### src/rtl/mem_acc_master.sv
// mem_acc_master: buffers client memory requests in a small FIFO and issues them one at a
// time to a controller accessor slot. Define MEM_ACC_WRITE_ACK_EN to return a beat for writes.
module mem_acc_master #(
  parameter int BITSIZE    = 32,
  parameter int FIFO_DEPTH = 4
) (
  input  logic               clk,
  input  logic               rst_i,
  input  logic               req_valid_i,
  output logic               req_ready_o,
  input  logic               req_write_i,
  input  logic [1:0]         req_size_i,
  input  logic [31:0]        req_addr_i,
  input  logic [BITSIZE-1:0] req_data_i,
  output logic               rsp_valid_o,
  input  logic               rsp_ready_i,
  output logic [BITSIZE-1:0] rsp_data_o,
  output logic [31:0]        acc_address_o,
  output logic               acc_write_o,
  output logic [1:0]         acc_write_size_o,
  output logic               acc_read_o,
  output logic [BITSIZE-1:0] acc_data_o,
  input  logic [BITSIZE-1:0] acc_data_i,
  input  logic               acc_done_i
);

  localparam int PTR_W = $clog2(FIFO_DEPTH);
  localparam logic [PTR_W:0]   DEPTH_C   = (PTR_W+1)'(FIFO_DEPTH);
  localparam logic [PTR_W:0]   CNT_ONE   = (PTR_W+1)'(1);
  localparam logic [PTR_W-1:0] PTR_ONE   = PTR_W'(1);

  typedef struct packed {
    logic               write;
    logic [1:0]         size;
    logic [31:0]        addr;
    logic [BITSIZE-1:0] data;
  } req_t;

  typedef enum logic [1:0] {IDLE, BUSY, RESP} state_t;

  state_t state_reg, state_next;

  req_t             fifo_mem [FIFO_DEPTH];
  logic [PTR_W-1:0] wr_ptr_reg, rd_ptr_reg;
  logic [PTR_W:0]   count_reg;

  logic full, empty, push, bypass, fifo_push, pop;
  req_t in_req, head_req, load_req;

  logic [31:0]        addr_reg, addr_next;
  logic [1:0]         size_reg, size_next;
  logic [BITSIZE-1:0] wdata_reg, wdata_next;
  logic [BITSIZE-1:0] rdata_reg, rdata_next;
  logic               read_reg, read_next;
  logic               write_reg, write_next;
  logic               rsp_valid_reg, rsp_valid_next;

  assign full        = (count_reg == DEPTH_C);
  assign empty       = (count_reg == '0);
  assign req_ready_o = !rst_i && !full;
  assign push        = req_valid_i && req_ready_o;
  assign in_req      = {req_write_i, req_size_i, req_addr_i, req_data_i};
  assign head_req    = fifo_mem[rd_ptr_reg];

  // A request arriving while idle and empty skips the FIFO so the strobe rises next cycle.
  assign bypass    = push && empty && (state_reg == IDLE);
  assign pop       = (state_reg == IDLE) && !empty;
  assign fifo_push = push && !bypass;
  assign load_req  = bypass ? in_req : head_req;

  always_ff @(posedge clk) begin
    if (fifo_push) begin
      fifo_mem[wr_ptr_reg] <= in_req;
    end
  end

  always_ff @(posedge clk) begin
    if (rst_i) begin
      wr_ptr_reg <= '0;
      rd_ptr_reg <= '0;
      count_reg  <= '0;
    end else begin
      if (fifo_push) begin
        wr_ptr_reg <= wr_ptr_reg + PTR_ONE;
      end
      if (pop) begin
        rd_ptr_reg <= rd_ptr_reg + PTR_ONE;
      end
      if (fifo_push && !pop) begin
        count_reg <= count_reg + CNT_ONE;
      end else if (pop && !fifo_push) begin
        count_reg <= count_reg - CNT_ONE;
      end
    end
  end

  always_ff @(posedge clk) begin
    if (rst_i) begin
      state_reg     <= IDLE;
      addr_reg      <= '0;
      size_reg      <= '0;
      wdata_reg     <= '0;
      rdata_reg     <= '0;
      read_reg      <= 1'b0;
      write_reg     <= 1'b0;
      rsp_valid_reg <= 1'b0;
    end else begin
      state_reg     <= state_next;
      addr_reg      <= addr_next;
      size_reg      <= size_next;
      wdata_reg     <= wdata_next;
      rdata_reg     <= rdata_next;
      read_reg      <= read_next;
      write_reg     <= write_next;
      rsp_valid_reg <= rsp_valid_next;
    end
  end

  always_comb begin
    state_next     = state_reg;
    addr_next      = addr_reg;
    size_next      = size_reg;
    wdata_next     = wdata_reg;
    rdata_next     = rdata_reg;
    read_next      = read_reg;
    write_next     = write_reg;
    rsp_valid_next = rsp_valid_reg;
    case (state_reg)
      IDLE: begin
        if (pop || bypass) begin
          addr_next  = load_req.addr;
          size_next  = (load_req.size == 2'b11) ? 2'b10 : load_req.size;
          wdata_next = load_req.write ? load_req.data : '0;
          write_next = load_req.write;
          read_next  = !load_req.write;
          state_next = BUSY;
        end
      end
      BUSY: begin
        if (acc_done_i) begin
          read_next  = 1'b0;
          write_next = 1'b0;
          if (read_reg) begin
            rdata_next     = acc_data_i;
            rsp_valid_next = 1'b1;
            state_next     = RESP;
          end else begin
`ifdef MEM_ACC_WRITE_ACK_EN
            rdata_next     = '0;
            rsp_valid_next = 1'b1;
            state_next     = RESP;
`else
            state_next     = IDLE;
`endif
          end
        end
      end
      RESP: begin
        if (rsp_ready_i) begin
          rsp_valid_next = 1'b0;
          state_next     = IDLE;
        end
      end
      default: state_next = IDLE;
    endcase
  end

  assign rsp_valid_o      = rsp_valid_reg;
  assign rsp_data_o       = rdata_reg;
  assign acc_address_o    = addr_reg;
  assign acc_write_o      = write_reg;
  assign acc_read_o       = read_reg;
  assign acc_write_size_o = size_reg;
  assign acc_data_o       = wdata_reg;

endmodule

### config.mk
export PLATFORM = sky130hd
export DESIGN_NAME = mem_acc_master
export DESIGN_NICKNAME = d
export VERILOG_FILES = /design/src/rtl/mem_acc_master.sv
export SDC_FILE = /design/constraint.sdc
export NUM_CORES = 1
export LEC_CHECK = 0
export BUFFER_PORTS_ARGS = -buffer_cell sky130_fd_sc_hd__buf_4
export CORE_MARGIN = 2
export CORE_UTILIZATION = 50
export CTS_BUF_LIST = sky130_fd_sc_hd__clkbuf_4
export CTS_CLUSTER_DIAMETER = 120
export DETAILED_ROUTE_END_ITERATION = 6
export MAX_ROUTING_LAYER = met4
export PLACE_DENSITY = 0.78
export SYNTH_ARGS = -nofsm -noshare
export SYNTH_HDL_FRONTEND = slang
export SYNTH_SLANG_ARGS = --single-unit
export TNS_END_PERCENT = 100
### constraint.sdc
create_clock -name clk -period 4 [get_ports clk]
set_input_delay 0.2 -clock clk [delete_from_list [all_inputs] [get_ports clk]]
set_output_delay 0.2 -clock clk [all_outputs]
set_load 0.005 [all_outputs]
==> impl_metrics.toml, run 1 <==
[sta]
fin_crit_ns = 2.73
slew_headroom_pct = 20.3
skew_ns = 0.0675
fin_setup_tns_ns = 0
rsz0062_at_grt = "false"
hold_violations = 0
worstMarginPinSlew_ns = 1.19
max_freq_mhz = 366
slew_viol_final = 0
min_period_over_period_pct = 68.3
setup_ws_ns = 1.27
finalSetupViolations = 0

[final_layout]
layout-drive-gt1-share_pct = 34.2
top_register = "fifo_mem"
area_growth_pct = 29.8
fin_nets = 1362
largest_reg_flops = 268
final_core_util_pct = 66.4

[placement]
place_congestion = 0.808
port_buffers = 205
dp_slack_ns = 1.22
dp_hpwl_um = 18200

[yosys]
ys_seq_elements = 380
syn_avg_cell_area_um2 = 15.9
synthFlopType = "edfxtp_1"
ys_types = 37
synthCells = 898
synth_edf_count = 268
synth_area_um2 = 14300
seq_area_frac_synth_pct = 72.0
synth_top_area_cell = "edfxtp_1"
synthArstFlopShare_pct = 0
syn-num-nets = 1008
yosysTopAreaCellShare_pct = 56.3
ys_top_cells_by_count = "268 x edfxtp_1, 133 x nand2_1, 112 x dfxtp_1"
yosys_warnings = 0
synthMostInstantiatedCell = "edfxtp_1"
synth.area.top_cells = "edfxtp_1 56%, dfxtp_1 16%, mux4_2 11%"

[cts]
cts_root_buf = "clkbuf_4"
cts_tree = "built"
clock_tree.buffer_depth = 3
cts_setup_buffers = 0
cts_resized = 0
cts_hold_buf = 102
clock_sinks = 380
clock_latency_ns = 0.72
h-tree-depth = 3
cts_made_buffers = 93
clk_pin_slew_ns = 0.06

[setup_path]
critPathKind = "reg2reg"
cp.required_ns = 4.60
cp_top_family = "simple AND/OR/NAND/NOR gates"
startpoint_type = "flip-flop"
cp_num_buf_inv = 1
crit_path_cell_trace = "nor2_1 -> a211oi_2 -> and2_1 -> ha_1 -> inv_1 -> fa_1 -> xor2_1 -> or3_1 -> a21oi_1"
crit_fanout = 9
critical_path.max_stage_delay_ns = 0.59
cp.depth = 9
r2r_cells = 9
end_kind = "flip-flop"
arrival_ns = 3.33
cp_slowest_cell = "a211oi_2"

[detailed_routing]
drt_iter0_markers = 525
drt-wirelength-per-cell_um = 19.2
vias = 9248
viasPerCell = 5.42
firstDrtPassIters = 5
wl_um = 32800
post-route-drc-count = 0
drtAntennaViolNets = 0

[pwr]
p_per_area_nw_per_um2 = 609
ir_drop_mv = 0.240
p_leak_uw = 0.00696

[floorplan]
die_h_um = 173
die-width_um = 173
core-area_um2 = 27900
dieArea_um2 = 29900
ioPinCount = 206
rows = 61
start_util_pct = 51.1

[global_route]
grt-ovfl-total = 0
grt_max_degree = 71
antenna_found_initial = 2
track_usage_pct = 22.7
grt_pass1_wl_um = 51500
grt_pass1_vias = 9608

[status]
status = "finished clean"

[worst_hold_path]
hold_path.class = "in2reg"
min_path_cells = 5

[job]
drv_cap = 0
stage by stage:
step	cells	area [µm²]	total power, µW	hold slack [ns]
after floorplan	898	14300	6800	0.299
after global placement	1433	16200	7830	0.411
after detailed placement	1433	16200	7900	0.418
after CTS	1705	18500	11400	0.0433
after global routing	1707	18500	11900	0.104
final	1707	18500	11300	0.112
final timing paths:
path | start | endpoint | slack, ns
setup / recovery | count_reg[0] | count_reg[2] | 1.27
hold / removal | req_valid_i | state_reg[1] | 0.11
setup reg to reg | count_reg[0] | count_reg[2] | 1.27
hold reg to reg | rsp_data_o[11] | rsp_data_o[11] | 0.46
cell type report:
type | instances | area [µm²]
multi-input combinational | 452 | 3770
clock buffer | 151 | 1130
clock inverter | 19 | 159
fill | 1943 | 9390
sequential | 380 | 10300
tap | 378 | 473
antenna | 2 | 5.00
timing repair buffer | 319 | 2690
inverter | 6 | 22.5
tightest hold or removal path, cell delays in order:
cell      delay, ns
buf_4          0.11
inv_1          0.06
a211oi_2       0.09
o21bai_1       0.21
a21oi_1        0.05
cell usage in the layout, fill, tap and decap left out, types with 6 or more instances in the layout:
cell | Yosys | routed
nor2_1 | 76 | 76
a311oi_1 | 32 | 32
inv_1 | 6 | 6
edfxtp_1 | 268 | 268
a21oi_1 | 38 | 38
a2bb2oi_1 | 33 | 32
buf_4 | 0 | 214
clkbuf_4 | 0 | 151
nand2_1 | 133 | 133
mux2i_1 | 34 | 34
dlygate4sd3_1 | 0 | 102
mux4_2 | 67 | 67
clkinv_1 | 0 | 13
dfxtp_1 | 112 | 110
report_power, final:
part           leakage [µW]  internal [µW]  total, µW  switching, µW
clock              0.000766           1900       3390           1490
sequential          0.00334           4720       5070            354
combinational       0.00285           1470       2840           1370
total               0.00696           8090      11300           3210
metal layers:
| layer | part of all wire (%) | up-vias | global-route usage (%) |
|---|---|---|---|
| met4 | 2.7 | 0 | 9.43 |
| met2 | 50 | 369 | 37.3 |
| met1 | 40 | 4610 | 27.4 |
| met3 | 6.4 | 72 | 4.68 |
| met5 | 0 | - | - |
| li1 | - | 4197 | - |
kinds of logic after synthesis:
family	synth area share [%]
xor gates and xnor gates	0.307
AOI/OAI and AO/OA	5.68
buffers and inverters	1.95
muxes	13.0
DFF	72.0
adders and majority gates	0.578
and+or+nand+nor	6.42
Note: power is estimated with default switching activity, not from simulation.
==> run 2, diff against run 1 <==
- ABC_AREA: default -> 1
- PLACE_DENSITY: 0.78 -> 0.8
- clock period: 4 -> 2.45 ns (I/O delays scaled with it)
==> run 2 against run 1 <==
Sequential cell count unchanged. Register-to-register slack worse by 1.1 ns. Non-clock buffer count rose by 20. Global-route usage is 2.2 points higher. Sequential power rose by 60%. Critical endpoint unchanged. Largest cell class unchanged.
==> impl_metrics.toml, run 2 <==
[global_route]
antenna_found_initial = 2
grt-ovfl-total = 0
grt_max_degree = 77
grt_pass1_wl_um = 63000
grt_pass1_vias = 12600
track_usage_pct = 24.8

[cts]
h-tree-depth = 3
cts_made_buffers = 96
clock_sinks = 380
cts_root_buf = "clkbuf_4"
cts_tree = "built"
clock_tree.buffer_depth = 3
clock_latency_ns = 0.73
clk_pin_slew_ns = 0.07
cts_setup_buffers = 0

[floorplan]
rows = 64
start_util_pct = 50.8
core-area_um2 = 30700
ioPinCount = 206
die_h_um = 181
dieArea_um2 = 32600
die-width_um = 181

[final_layout]
largest_reg_flops = 268
mostFrequentLayoutCell = "nand2_1"
final_cells = 2446
layout-drive-gt1-share_pct = 20.3
final_core_util_pct = 65.0
top_register = "fifo_mem"
fin_nets = 2075
final_cell_mix = "477 x nand2_1, 268 x edfxtp_1, 227 x buf_4"
final.fill_count = 2326
area_growth_pct = 28.0

[yosys]
synth-xor-area-share_pct = 0.0562
yosys_warnings = 0
yosysTopAreaCellShare_pct = 51.7
ys_types = 25
muxShareOfSynthArea_pct = 0
synth_top_area_cell = "edfxtp_1"
yosys.area_share.simple_pct = 21.0
synth_top_family_by_area = "simple AND/OR/NAND/NOR gates"
synthArstFlopShare_pct = 0
ys_top_cells_by_count = "477 x nand2_1, 268 x edfxtp_1, 169 x nand3_1"
syn_avg_cell_area_um2 = 9.61
seq_area_frac_synth_pct = 66.1
ys_seq_elements = 380
synthFlopType = "edfxtp_1"
synthCells = 1621
syn-num-nets = 1731
synthMostInstantiatedCell = "nand2_1"
synth_area_um2 = 15600
synthAdderAreaFrac_pct = 0.530
synth.area.top_cells = "edfxtp_1 52%, dfxtp_1 14%, nand2_1 11%"
synth_edf_count = 268
synth_compound_area_share_pct = 5.96

[detailed_routing]
firstDrtPassIters = 5
drt_iter0_markers = 1100
drt-wirelength-per-cell_um = 16.3
viasPerCell = 5.21
drtAntennaViolNets = 0
vias = 12700
wl_um = 40000
post-route-drc-count = 0

[sta]
slew_headroom_pct = 44.5
worstMarginPinSlew_ns = 0.833
slew_viol_final = 0
fin_crit_ns = 2.24
skew_ns = 0.0436
max_freq_mhz = 447
rsz0062_at_grt = "false"
min_period_over_period_pct = 91.3
hold_violations = 0
finalSetupViolations = 0
fin_setup_tns_ns = 0

[pwr]
power_frac_clock_pct = 26.9
ir_drop_mv = 0.996
power.internal_uw = 13200
switching_share_pct = 36.3
seq_power_share_pct = 39.2
p_per_area_nw_per_um2 = 1040
p_leak_uw = 0.00847
combinationalPowerShare_pct = 33.9
p_switching_uw = 7510

[job]
drv_cap = 0

[setup_path]
cp.required_ns = 3.02
crit_path_cell_trace = "nor2_4 -> nand4_2 -> nor2_4 -> nor2_2 -> ha_1 -> inv_1 -> fa_1 -> a21oi_1 -> o21ai_0 -> o21ai_0 -> a21oi_1"
crit_fanout = 6
critPathKind = "reg2reg"
startpoint_type = "flip-flop"
cp_slowest_cell = "dfxtp_1"
end_kind = "flip-flop"
critical_path.max_stage_delay_ns = 0.44
arrival_ns = 2.81

[placement]
dp_hpwl_um = 22000
place_inst = 2160
place_congestion = 0.839
port_buffers = 205

[status]
status = "finished clean"

[worst_hold_path]
hold_path.class = "in2reg"
==> run 2: cell types whose count changed after synthesis, sizes merged, moves of 34 or more <==
cell	delta
mux2i	-34
inv	+153
nand3	+170
nor2	+68
a21oi	+39
nand2	+345
mux4	-67
o21ai	+105
==> run 2: metal layers <==
metal  share of wire (%)  global-route usage [%]
met4                 2.6                    10.1
met1                  38                    29.1
met5                   0                       -
met3                 8.4                    5.34
met2                  51                    41.6
==> run 2: kinds of logic (layout without fill, tap and decap cells) <==
family	after synthesis	in the layout
and+or+nand+nor	797	797
DFF	380	380
buffers and inverters	252	678
AOI/OAI and AO/OA	185	185
adders and majority gates	6	6
xor gates and xnor gates	1	1
other	0	3
==> run 2: final cells by class <==
type / instances / area [µm²] / area share, %
clock inverter: 37 / 230 / 1.15
timing repair buffer: 339 / 2920 / 14.6
sequential: 380 / 10300 / 51.7
antenna: 3 / 7.51 / 0.0377
multi-input combinational: 989 / 4320 / 21.7
inverter: 159 / 599 / 3.01
tap: 396 / 495 / 2.49
clock buffer: 143 / 1070 / 5.39
==> run 2: path summary, 6_finish.rpt <==
check	cells after the start	slack, ns	startpoint	end
max	11	0.21	count_reg[1]	count_reg[2]
min	2	0.15	req_addr_i[19]	fifo_mem[2][51]
max reg2reg	11	0.21	count_reg[1]	count_reg[2]
min reg2reg	2	0.46	rd_ptr_reg[1]	flip-flop
==> run 2: per-stage QoR <==
step	cell area, µm²	worst slack (ns)	total power, µW	hold WS [ns]
detailed placement	17600	0.322	15000	0.316
finish	19900	0.214	20700	0.148
global route	19900	0.0534	22000	0.125
CTS	19900	0.290	20700	0.103
global placement	17600	0.350	14800	0.312
floorplan	15600	0.0217	12600	0.213
==> run 2: critical path: cells and delay by family (launching register included) <==
family	cells	cell delay, ns
compound gates	4	0.56
fa+ha+maj	2	0.57
buf+inv	1	0.07
flops	1	0.44
simple gates	4	0.46
==> run 2: what timing repair did <==
action / CTS / global route
gates resized for setup: 0 / 0
endpoints found under the hold margin: 376 / 0
hold buffers: 103 / 0
==> run 2: power groups by stage <==
stage               Combinational (µW)  Sequential [µW]  Clock [µW]
floorplan                         4430             8150           0
global placement                  6590             8220           0
detailed placement                6760             8250           0
CTS                               6960             8120        5680
global route                      7740             8200        6030
finish                            7020             8120        5560
==> run 3, diff against run 2 <==
- ABC_AREA: 1 -> default
- PLACE_DENSITY: 0.8 -> 0.81
==> run 3 against run 2 <==
Global-route usage fell by 1.8 points. Sequential share of layout area rose by 3.6 points. Via count fell by 27%. Non-clock buffer count fell by 7. Highest routed layer unchanged. Final cell count fell by 30%. Design area fell by 6.5%. Setup slack got worse by 0.14 ns. Utilization rose by 1.7 points. Sequential cell count did not move. Sequential power barely moved. Worst hold slack improved by 0.030 ns. Clock-buffer cell count fell by 8.
==> impl_metrics.toml, run 3 (synthesized netlist as in run 1, its figures left out) <==
[placement]
port_buffers = 205
place_congestion = 0.852
place_inst = 1446
dp_hpwl_um = 18600

[final_layout]
area_growth_pct = 30.5
final_cell_mix = "268 x edfxtp_1, 218 x buf_4, 135 x clkbuf_4"
top_register = "fifo_mem"
final.fill_count = 1868
multi_input_area_um2 = 3770
final_cells = 1718
largest_reg_flops = 268
fin_nets = 1372
final_core_util_pct = 66.7
layout-drive-gt1-share_pct = 33.9
ff_latch_area_um2 = 10300
mostFrequentLayoutCell = "edfxtp_1"

[global_route]
use_met1_pct = 28.2
use_met3_pct = 4.31
grt_max_degree = 85
met2_usage_pct = 38.0
grt_pass1_wl_um = 52300
grt_pass1_vias = 9723
track_usage_pct = 23.0
grt-ovfl-total = 0
antenna_found_initial = 3
grt.busiest_layer = "met2"

[pwr]
p_switching_uw = 5220
switching_share_pct = 28.9
power.internal_uw = 12900
combinationalPowerShare_pct = 27.2
p_per_area_nw_per_um2 = 971
seq_power_share_pct = 45.0
ir_drop_mv = 0.494
total_power_uw = 18100
power_frac_clock_pct = 27.8
p_leak_uw = 0.00698

[sta]
slew_headroom_pct = 34.3
worstMarginPinSlew_ns = 0.982
skew_ns = 0.0395
fin_crit_ns = 2.37
hold_violations = 0
max_freq_mhz = 422
slew_viol_final = 0
finalSetupViolations = 0
hold_slack_ns = 0.177
fin_setup_tns_ns = 0
min_period_over_period_pct = 96.8

[cts]
clock_tree.buffer_depth = 3
clock_sinks = 380
clock_latency_ns = 0.69
cts_root_buf = "clkbuf_4"
h-tree-depth = 3
cts_setup_buffers = 0
cts_tree = "built"
clk_pin_slew_ns = 0.07
cts_made_buffers = 90

[floorplan]
start_util_pct = 51.1
rows = 61
core-area_um2 = 27900
die_h_um = 173
ioPinCount = 206
dieArea_um2 = 29900
die-width_um = 173

[detailed_routing]
vias = 9255
post-route-drc-count = 0
firstDrtPassIters = 5
drt_iter0_markers = 680
wl_um = 33300
viasPerCell = 5.39
drt-wirelength-per-cell_um = 19.4
drtAntennaViolNets = 0

[setup_path]
critPathKind = "reg2reg"
arrival_ns = 2.90
end_kind = "flip-flop"
crit_fanout = 18
startpoint_type = "flip-flop"
cp.required_ns = 2.97

[worst_hold_path]
hold_path.class = "in2reg"

[status]
status = "finished clean"

[job]
drv_cap = 0
[run 3: cell count changes in the layout (fill, tap and decap cells not counted), moves of 34 or more]
cell,delta
nand2_1,-344
nand3_1,-168
inv_1,-146
o21ai_0,-106
mux4_2,+67
nor2_1,-58
a21oi_1,-39
mux2i_1,+34
[run 3: timing repair]
action | 4_1_cts | 5_1_grt
gates resized for setup | 0 | 1
setup endpoints to repair | 0 | 7
endpoints found under the hold margin | 380 | 0
hold buffers | 102 | 0
[run 3: area by class of cell]
class,count,area share [%]
Sequential cell,380,55.3
Timing Repair Buffer,332,15.5
Clock inverter,32,0.846
Multi-Input combinational cell,452,20.2
Antenna cell,3,0.0403
Clock buffer,135,5.44
Tap cell,378,2.54
Inverter,6,0.121
[run 3: worst paths after layout]
check                           slack [ns]            end  cells after the start     startpoint
worst max register to register        0.08  acc_data_o[0]                      6   state_reg[1]
worst min-delay path                  0.18   state_reg[1]                      6    req_valid_i
worst min register to register        0.46  rsp_data_o[6]                      2  rsp_data_o[6]
worst max-delay path                  0.08  acc_data_o[0]                      6   state_reg[1]
[run 3: power groups by stage]
| stage | logic, µW | clock network (µW) | registers [µW] |
|---|---|---|---|
| 2_1_floorplan | 2910 | 0 | 8190 |
| 3_3_place_gp | 4680 | 0 | 8240 |
| 3_5_place_dp | 4800 | 0 | 8270 |
| 4_1_cts | 4960 | 5170 | 8140 |
| 5_1_grt | 5360 | 5510 | 8220 |
| 6_report | 4930 | 5020 | 8140 |
[run 3: layer usage]
metal | up-vias | share of wire [%]
li1 | 4217 | -
met1 | 4593 | 40
met2 | 385 | 51
met3 | 60 | 6.6
met4 | 0 | 2.2
met5 | - | 0
[run 3: worst max-delay path: stages, from the launching register on]
cell       delay [ns]
dfxtp_1          0.37
or3b_1           0.38
or4b_4           0.74
buf_12           0.25
mux2i_1          0.18
a2bb2oi_1        0.21
nor2_1           0.08
[run 3: stage by stage]
| stage | setup WS, ns | area (µm²) |
|---|---|---|
| 4_1_cts | 0.0835 | 18600 |
| 3_5_place_dp | 0.0762 | 16400 |
| 2_1_floorplan | 0.0136 | 14300 |
| 6_report | 0.0777 | 18600 |
| 5_1_grt | -0.00711 | 18600 |
| 3_3_place_gp | 0.199 | 16400 |
